File: config.mk
export PLATFORM = sky130hd
export DESIGN_NAME = pixel_packet_writer
export DESIGN_NICKNAME = d
export VERILOG_FILES = /design/src/rtl/pixel_packet_writer_pkg.sv /design/src/rtl/pixel_packet_writer_sat_counter.sv /design/src/rtl/pixel_packet_writer.sv
export SDC_FILE = /design/constraint.sdc
export NUM_CORES = 1
export LEC_CHECK = 0
export ABC_AREA = 1
export BUFFER_PORTS_ARGS = -buffer_cell sky130_fd_sc_hd__buf_2
export CELL_PAD_IN_SITES_DETAIL_PLACEMENT = 0
export CELL_PAD_IN_SITES_GLOBAL_PLACEMENT = 1
export CORE_MARGIN = 2
export CORE_UTILIZATION = 44
export DETAILED_ROUTE_END_ITERATION = 8
export PLACE_DENSITY = 0.76
export SYNTH_ARGS = -nofsm -noshare
export SYNTH_HDL_FRONTEND = slang
export SYNTH_SLANG_ARGS = --single-unit
File: constraint.sdc
create_clock -name clk -period 2.4 [get_ports clk]
set_input_delay 0.12 -clock clk [delete_from_list [all_inputs] [get_ports clk]]
set_output_delay 0.12 -clock clk [all_outputs]
set_load 0.03 [all_outputs]
File: src/rtl/pixel_packet_writer_pkg.sv
// Shared constants, state encoding and helpers for pixel_packet_writer.
package pixel_packet_writer_pkg;

  localparam int unsigned PACKET_BUFFER_SIZE = 16384;
  localparam int unsigned COLOR_LEN          = 12;
  localparam int unsigned STAT_W             = 16;

  function automatic int unsigned clog2(input int unsigned value);
    int unsigned result;
    result = 0;
    for (int unsigned i = 0; i < 32; i++) begin
      if ((64'd1 << i) < 64'(value)) result = i + 1;
    end
    return result;
  endfunction

  typedef enum logic [2:0] {
    PPW_ST_HDR_HI,
    PPW_ST_HDR_LO,
    PPW_ST_B0,
    PPW_ST_B1,
    PPW_ST_B2
  } ppw_state_e;

endpackage

File: src/rtl/pixel_packet_writer_sat_counter.sv
// Saturating event counter; holds at all-ones once full.
module pixel_packet_writer_sat_counter #(
  parameter int unsigned W = 16
) (
  input  logic         clk,
  input  logic         rst,
  input  logic         inc,
  output logic [W-1:0] count
);

  always_ff @(posedge clk or posedge rst) begin
    if (rst) begin
      count <= '0;
    end else if (inc && (count != '1)) begin
      count <= count + W'(1);
    end
  end

endmodule

File: src/rtl/pixel_packet_writer.sv
// Unpacks header + 12-bit packed pixel byte stream into video cache RAM writes.
// Optional packet/drop statistics under PIXEL_PACKET_WRITER_STATS_EN.
module pixel_packet_writer
  import pixel_packet_writer_pkg::*;
#(
  parameter int unsigned RAM_SIZE = PACKET_BUFFER_SIZE
) (
  input  logic                       clk,
  input  logic                       rst,
  input  logic                       inclk,
  input  logic [7:0]                 in,
  input  logic                       in_done,
  output logic                       ram_writeclk,
  output logic [clog2(RAM_SIZE)-1:0] ram_waddr,
  output logic [COLOR_LEN-1:0]       ram_win,
`ifdef PIXEL_PACKET_WRITER_STATS_EN
  output logic [STAT_W-1:0]          pkt_count,
  output logic [STAT_W-1:0]          drop_count,
`endif
  output logic                       frame_done
);

  localparam int unsigned ADDR_W = clog2(RAM_SIZE);

  ppw_state_e state, state_next, state_adv;

  logic [7:0]           hdr_hi;
  logic [ADDR_W-1:0]    base;
  logic [ADDR_W-1:0]    pix_idx;
  logic [7:0]           b0;
  logic [3:0]           nib;

  logic                 wr_en;
  logic [COLOR_LEN-1:0] wr_data;
  logic [ADDR_W-1:0]    wr_addr;

  assign wr_addr = base + pix_idx;

  // state_adv is where the byte alone would lead; in_done then overrides to the header.
  always_comb begin
    state_adv = state;
    wr_en     = 1'b0;
    wr_data   = '0;
    if (inclk) begin
      unique case (state)
        PPW_ST_HDR_HI: state_adv = PPW_ST_HDR_LO;
        PPW_ST_HDR_LO: state_adv = PPW_ST_B0;
        PPW_ST_B0:     state_adv = PPW_ST_B1;
        PPW_ST_B1: begin
          state_adv = PPW_ST_B2;
          wr_en     = 1'b1;
          wr_data   = {b0, in[7:4]};
        end
        PPW_ST_B2: begin
          state_adv = PPW_ST_B0;
          wr_en     = 1'b1;
          wr_data   = {nib, in};
        end
        default:       state_adv = PPW_ST_HDR_HI;
      endcase
    end
    state_next = in_done ? PPW_ST_HDR_HI : state_adv;
  end

  always_ff @(posedge clk or posedge rst) begin
    if (rst) begin
      state        <= PPW_ST_HDR_HI;
      hdr_hi       <= '0;
      base         <= '0;
      pix_idx      <= '0;
      b0           <= '0;
      nib          <= '0;
      ram_writeclk <= 1'b0;
      ram_waddr    <= '0;
      ram_win      <= '0;
      frame_done   <= 1'b0;
    end else begin
      state        <= state_next;
      ram_writeclk <= wr_en;
      frame_done   <= wr_en && (wr_addr == '1);
      if (wr_en) begin
        ram_waddr <= wr_addr;
        ram_win   <= wr_data;
        pix_idx   <= pix_idx + ADDR_W'(1);
      end
      if (inclk) begin
        unique case (state)
          PPW_ST_HDR_HI: hdr_hi <= in;
          PPW_ST_HDR_LO: begin
            base    <= ADDR_W'({hdr_hi, in});
            pix_idx <= '0;
          end
          PPW_ST_B0:     b0  <= in;
          PPW_ST_B1:     nib <= in[3:0];
          default:       ;
        endcase
      end
    end
  end

`ifdef PIXEL_PACKET_WRITER_STATS_EN
  logic drop;

  // A packet is incomplete if it finishes with only part of a header or pixel group held.
  assign drop = in_done && ((state_adv == PPW_ST_HDR_LO) ||
                            (state_adv == PPW_ST_B1) ||
                            (state_adv == PPW_ST_B2));

  pixel_packet_writer_sat_counter #(.W(STAT_W)) u_pkt_count (
    .clk   (clk),
    .rst   (rst),
    .inc   (in_done),
    .count (pkt_count)
  );

  pixel_packet_writer_sat_counter #(.W(STAT_W)) u_drop_count (
    .clk   (clk),
    .rst   (rst),
    .inc   (drop),
    .count (drop_count)
  );
`endif

endmodule

# After elaboration in Yosys (flattened, before gate mapping)

Cells that the tools add are included.

Mux-type cells: 10
Reductions and logical operators: 9
Eq/ne operators: 5
$add $sub $neg: 2

Operators with widths:

| cell                                                                  | count |
|---|---|
| 14-bit 2-to-1 mux                                                     | 3 |
| 12-bit one-hot mux with 2 select lines                                | 1 |
| 14-bit by 1-bit adder with 14-bit output, second input constant       | 1 |
| 14-bit adder                                                          | 1 |
| 14-bit equality test, second input constant                           | 1 |
| 12-bit 2-to-1 mux                                                     | 1 |
| 3-bit one-hot mux with 4 select lines                                 | 1 |
| 2-bit AND reduction                                                   | 4 |
| 3-bit by 2-bit equality test with 1-bit output, second input constant | 2 |
| 3-bit 2-to-1 mux                                                      | 2 |
| 2-bit OR reduction                                                    | 2 |
| 3-bit by 1-bit equality test with 1-bit output, second input constant | 1 |
| 3-bit equality test, second input constant                            | 1 |
| 3-bit logical NOT                                                     | 1 |
| 1-bit 2-to-1 mux                                                      | 2 |
| 2-bit nonzero test                                                    | 1 |
| 1-bit logical AND                                                     | 1 |

Output and inout bits: 28
Bits of input ports: 12
Flip-flop bits (word level): 77
Word-level logic and storage cells: 36

# Depth between registers and ports, before layout

Depth in word-level cells: 7
Mapped depth: 14
Depth with buffers taken out: 14

# Least setup slack after synthesis

No wires, ideal clock.

Path type: reg2reg
Start: register pix_idx[0]
End: register frame_done
Arrival: 1.821 ns
Period minus slack after synthesis: 1.893 ns
Buffers on the path: 0
Setup slack: 0.507 ns
Stages on the path, launching flop included: 14
Data required time: 2.329 ns
Setup time: 0.071 ns
Cells stage by stage: dfrtp_1 > ha_1 > fa_1 > nand2_1 > nand2_1 > nand3b_1 > nand2_1 > nand2_1 > nand2_1 > nor2_1 > nand3_1 > nor2_1 > nand2_1 > nor2_1

Word-level cells in the longest chain between the ends: 3

RTL lines:

| item                     | RTL line                  | RTL |
|---|---|---|
| start: declaration       | pixel_packet_writer.sv:29 | `logic [ADDR_W-1:0] pix_idx;` |
| start signal: assignment | pixel_packet_writer.sv:84 | `pix_idx <= pix_idx + ADDR_W'(1);` |
| 14-bit adder             | pixel_packet_writer.sv:37 | `assign wr_addr = base + pix_idx;` |
| 14-bit equality test     | pixel_packet_writer.sv:80 | `frame_done <= wr_en && (wr_addr == '1);` |
| 1-bit logical AND        | pixel_packet_writer.sv:80 |  |
| end signal: assignment   | pixel_packet_writer.sv:80 |  |
| end: declaration         | pixel_packet_writer.sv:20 | `output logic frame_done` |

No other way between the ends.
A chain may end at the register's enable or synchronous reset.

# Worst setup path after layout

Ends and elaborated chain as after synthesis.

==> metrics.cfg <==
[status]
status = completed

[power_and_ir_drop]
powerDensity_nw_per_um2 = 900
internal_power_uw = 2430
p_sw_share_pct = 39.4
peakVddDrop_mv = 0.407
p_sw_uw = 1580
clkPwrFrac_pct = 21.8
pwr-share-seq_pct = 45.6
p_total_uw = 4020
comb_power_share_pct = 32.6
cellLeakagePower_uw = 0.00231

[placement]
pre_cts_slack_ns = 0.330
globalplace.congestion = 0.844
dp.cells = 632
dp_hpwl_um = 6710
port_buffers = 39

[clock_network]
cts_tree = yes
insertion_delay_ns = 0.36
cts_root_buf = clkbuf_8
clk_path_buf_depth = 2
clk_pin_slew_ns = 0.09
numCtsBuffers = 9
cts_setup_buffers = 0
htree_levels = 3
clock_sinks = 77

[detailed_routing]
drt-pass1-iter-count = 6
via_per_inst = 5.02
drc = 0
routedWlPerCell_um = 13.9
num_vias = 3266
ant_nets = 0
drt_iter0_markers = 126
drt-total-wl_um = 9040

[sta]
worst_pin_slew_ns = 0.618
slew_violations = 0
max_freq_mhz = 483
rsz0062_at_grt = no
hold_viol_final = 0
tns_ns = 0
fin_crit_sh_pct = 86.3
clock_skew_ns = 0.0177
min_period_ns = 2.07
relSlewSlack_pct = 58.8
finalSetupViolations = 0
final.setup.worst_slack_ns = 0.329

[final_layout]
syn_to_final_growth_pct = 12.7
nNetsFinal = 564
drive_gt1_share_pct = 13.1
mostFrequentLayoutCells = nand2_1 (153), dfrtp_1 (77), nor2_1 (48)
layout.cells.non_filler = 650
final_common_cell = nand2_1
diodes = 0

[worst_setup_path]
path_class = reg2reg
critPathCaptureType = flop
cp_cell_sequence = ha_1 -> fa_1 -> nand2_1 -> nand2_1 -> nand3b_1 -> nand2_1 -> nand2_1 -> nand3_1 -> nand2_1 -> nand2_1 -> nor2_1 -> nand2_1 -> nor2_1
r2r_slack_ns = 0.33
rr_endpoint = frame_done
cpMaxStageDelayCell = dfrtp_1
start_kind = flop
cp.arrival_ns = 2.36
critPathMaxStageDelay_ns = 0.45
critPathMostFrequentCell = nand2_1
reg2regPathDepth = 13
r2r_start = pix_idx[0]
cp.required_ns = 2.69
critical_path_peak_fanout = 5

[grt]
grt_pass1_wl_um = 15800
grt_use_total_pct = 20.6
gr-total-overflow = 0
grt_max_degree = 51
antenna_found_initial = 0
grt_pass1_vias = 3204

[yosys]
synth_compound_area_share_pct = 10.7
synth_nets = 522
yosysWarnings = 0
synth_adder_area_share_pct = 4.93
ys_seq_area_share_pct = 48.6
yosys.area_share.simple_pct = 28.1
synth_top_family_by_area = simple AND/OR/NAND/NOR gates
synth_mux_area_share_pct = 0
ys_ff_latch = 77
synth_xor_area_share_pct = 1.77
synth_area_per_cell_um2 = 8.01
syn_inst = 495
synth_area_um2 = 3960
yosysUniqueCellTypes = 32

[floorplanning]
die_h_um = 98.9
core_um2 = 8720
die_w_um = 98.9
dieArea_um2 = 9780
num_io_pins = 40
rows = 34
start_util_pct = 45.4

[flow_run]
maxCapViolations = 0

[hold_path]
min_path_type = in2reg
whs_endpoint = ram_win[5]
min_from = in[5]
hold_depth = 3

[repair_timing]
item	4_1_cts	5_1_grt
hold buffers	2	0
resized for setup	0	0
hold endpoints to repair	30	0
[worst max-delay path: cells and delay by family (launching register included)]
kind,cells,cell delay (ns)
fa+ha+maj,2,0.67
flops,1,0.45
simple gates,11,0.89
[cell usage after synthesis (all sizes together)]
| master | number | area share, % |
|---|---|---|
| nand3b | 4 | 0.76 |
| xor2 | 4 | 0.88 |
| and2 | 1 | 0.16 |
| o21ai | 43 | 5.4 |
| nand4 | 8 | 1.3 |
| nor2 | 51 | 5.6 |
| clkbuf | 10 | 0.95 |
| a311oi | 1 | 0.22 |
| fa | 1 | 0.51 |
| a21oi | 17 | 2.1 |
| nand3 | 29 | 3.7 |
| o22ai | 4 | 0.63 |
| a21o | 1 | 0.19 |
| nand2 | 158 | 16 |
| dfrtp | 77 | 49 |
| xnor2 | 4 | 0.88 |
| a21boi | 1 | 0.19 |
| a211oi | 1 | 0.19 |
| inv | 46 | 4.4 |
| buf | 4 | 0.51 |
| ha | 14 | 4.4 |
| or2 | 1 | 0.16 |
| a31oi | 11 | 1.7 |
| nor3 | 4 | 0.63 |
[flip-flops by register name, summed over array words and instances (netlist names)]
signal,count
ram_waddr,14
pix_idx,14
base,14
state,3
hdr_hi,6
ram_writeclk,1
nib,4
frame_done,1
b0,8
ram_win,12
[power by group through the flow]
| stage | Combinational, uW | Clock (uW) | Sequential (uW) |
|---|---|---|---|
| 6_report | 1310 | 877 | 1830 |
| 5_1_grt | 1470 | 952 | 1880 |
| 4_1_cts | 1330 | 900 | 1840 |
| 3_5_place_dp | 1320 | 0 | 1860 |
| 3_3_place_gp | 1310 | 0 | 1850 |
| 2_1_floorplan | 592 | 0 | 2190 |
[worst max path at each step]
stage               startpoint          to  slack (ns)  depth (start not counted)
finish              pix_idx[0]  frame_done        0.33                         13
global placement    pix_idx[0]  frame_done        0.36                         13
detailed placement  pix_idx[0]  frame_done        0.33                         13
CTS                 pix_idx[0]  frame_done        0.31                         13
global route        pix_idx[0]  frame_done        0.08                         13
floorplan                  rst       b0[0]        0.31                          1
[routing by layer]
layer | GRT usage, % | vias up | share of wire (%)
met2 | 30.2 | 55 | 42
met4 | 8.22 | 0 | 2.0
met5 | 0 | - | 0
met1 | 30.6 | 1505 | 53
li1 | - | 1693 | -
met3 | 2.91 | 13 | 2.9
[through the flow]
stage	instance area (um^2)	hold slack (ns)	util, %
final	4460	0.0345	51.2
after global placement	4280	0.230	49.1
after CTS	4460	0.0187	51.2
after global routing	4460	0.0384	51.2
after detailed placement	4280	0.236	49.1
after floorplan	3960	0.183	-
[area by class of cell]
class / count / area (um^2)
fill: 902 / 4260
tap: 108 / 135
inverter: 46 / 173
multi-input combinational: 358 / 1810
timing repair buffer: 45 / 258
sequential: 77 / 1930
clock inverter: 5 / 35.0
clock buffer: 11 / 131
[cells by family (layout without fill, tap and decap cells)]
group | Yosys count | after routing
xor+xnor | 8 | 8
buf+inv | 60 | 107
fa+ha+maj | 15 | 15
flops | 77 | 77
compound gates | 79 | 79
simple gates | 256 | 256
Note: power is estimated with default switching activity, not from simulation.
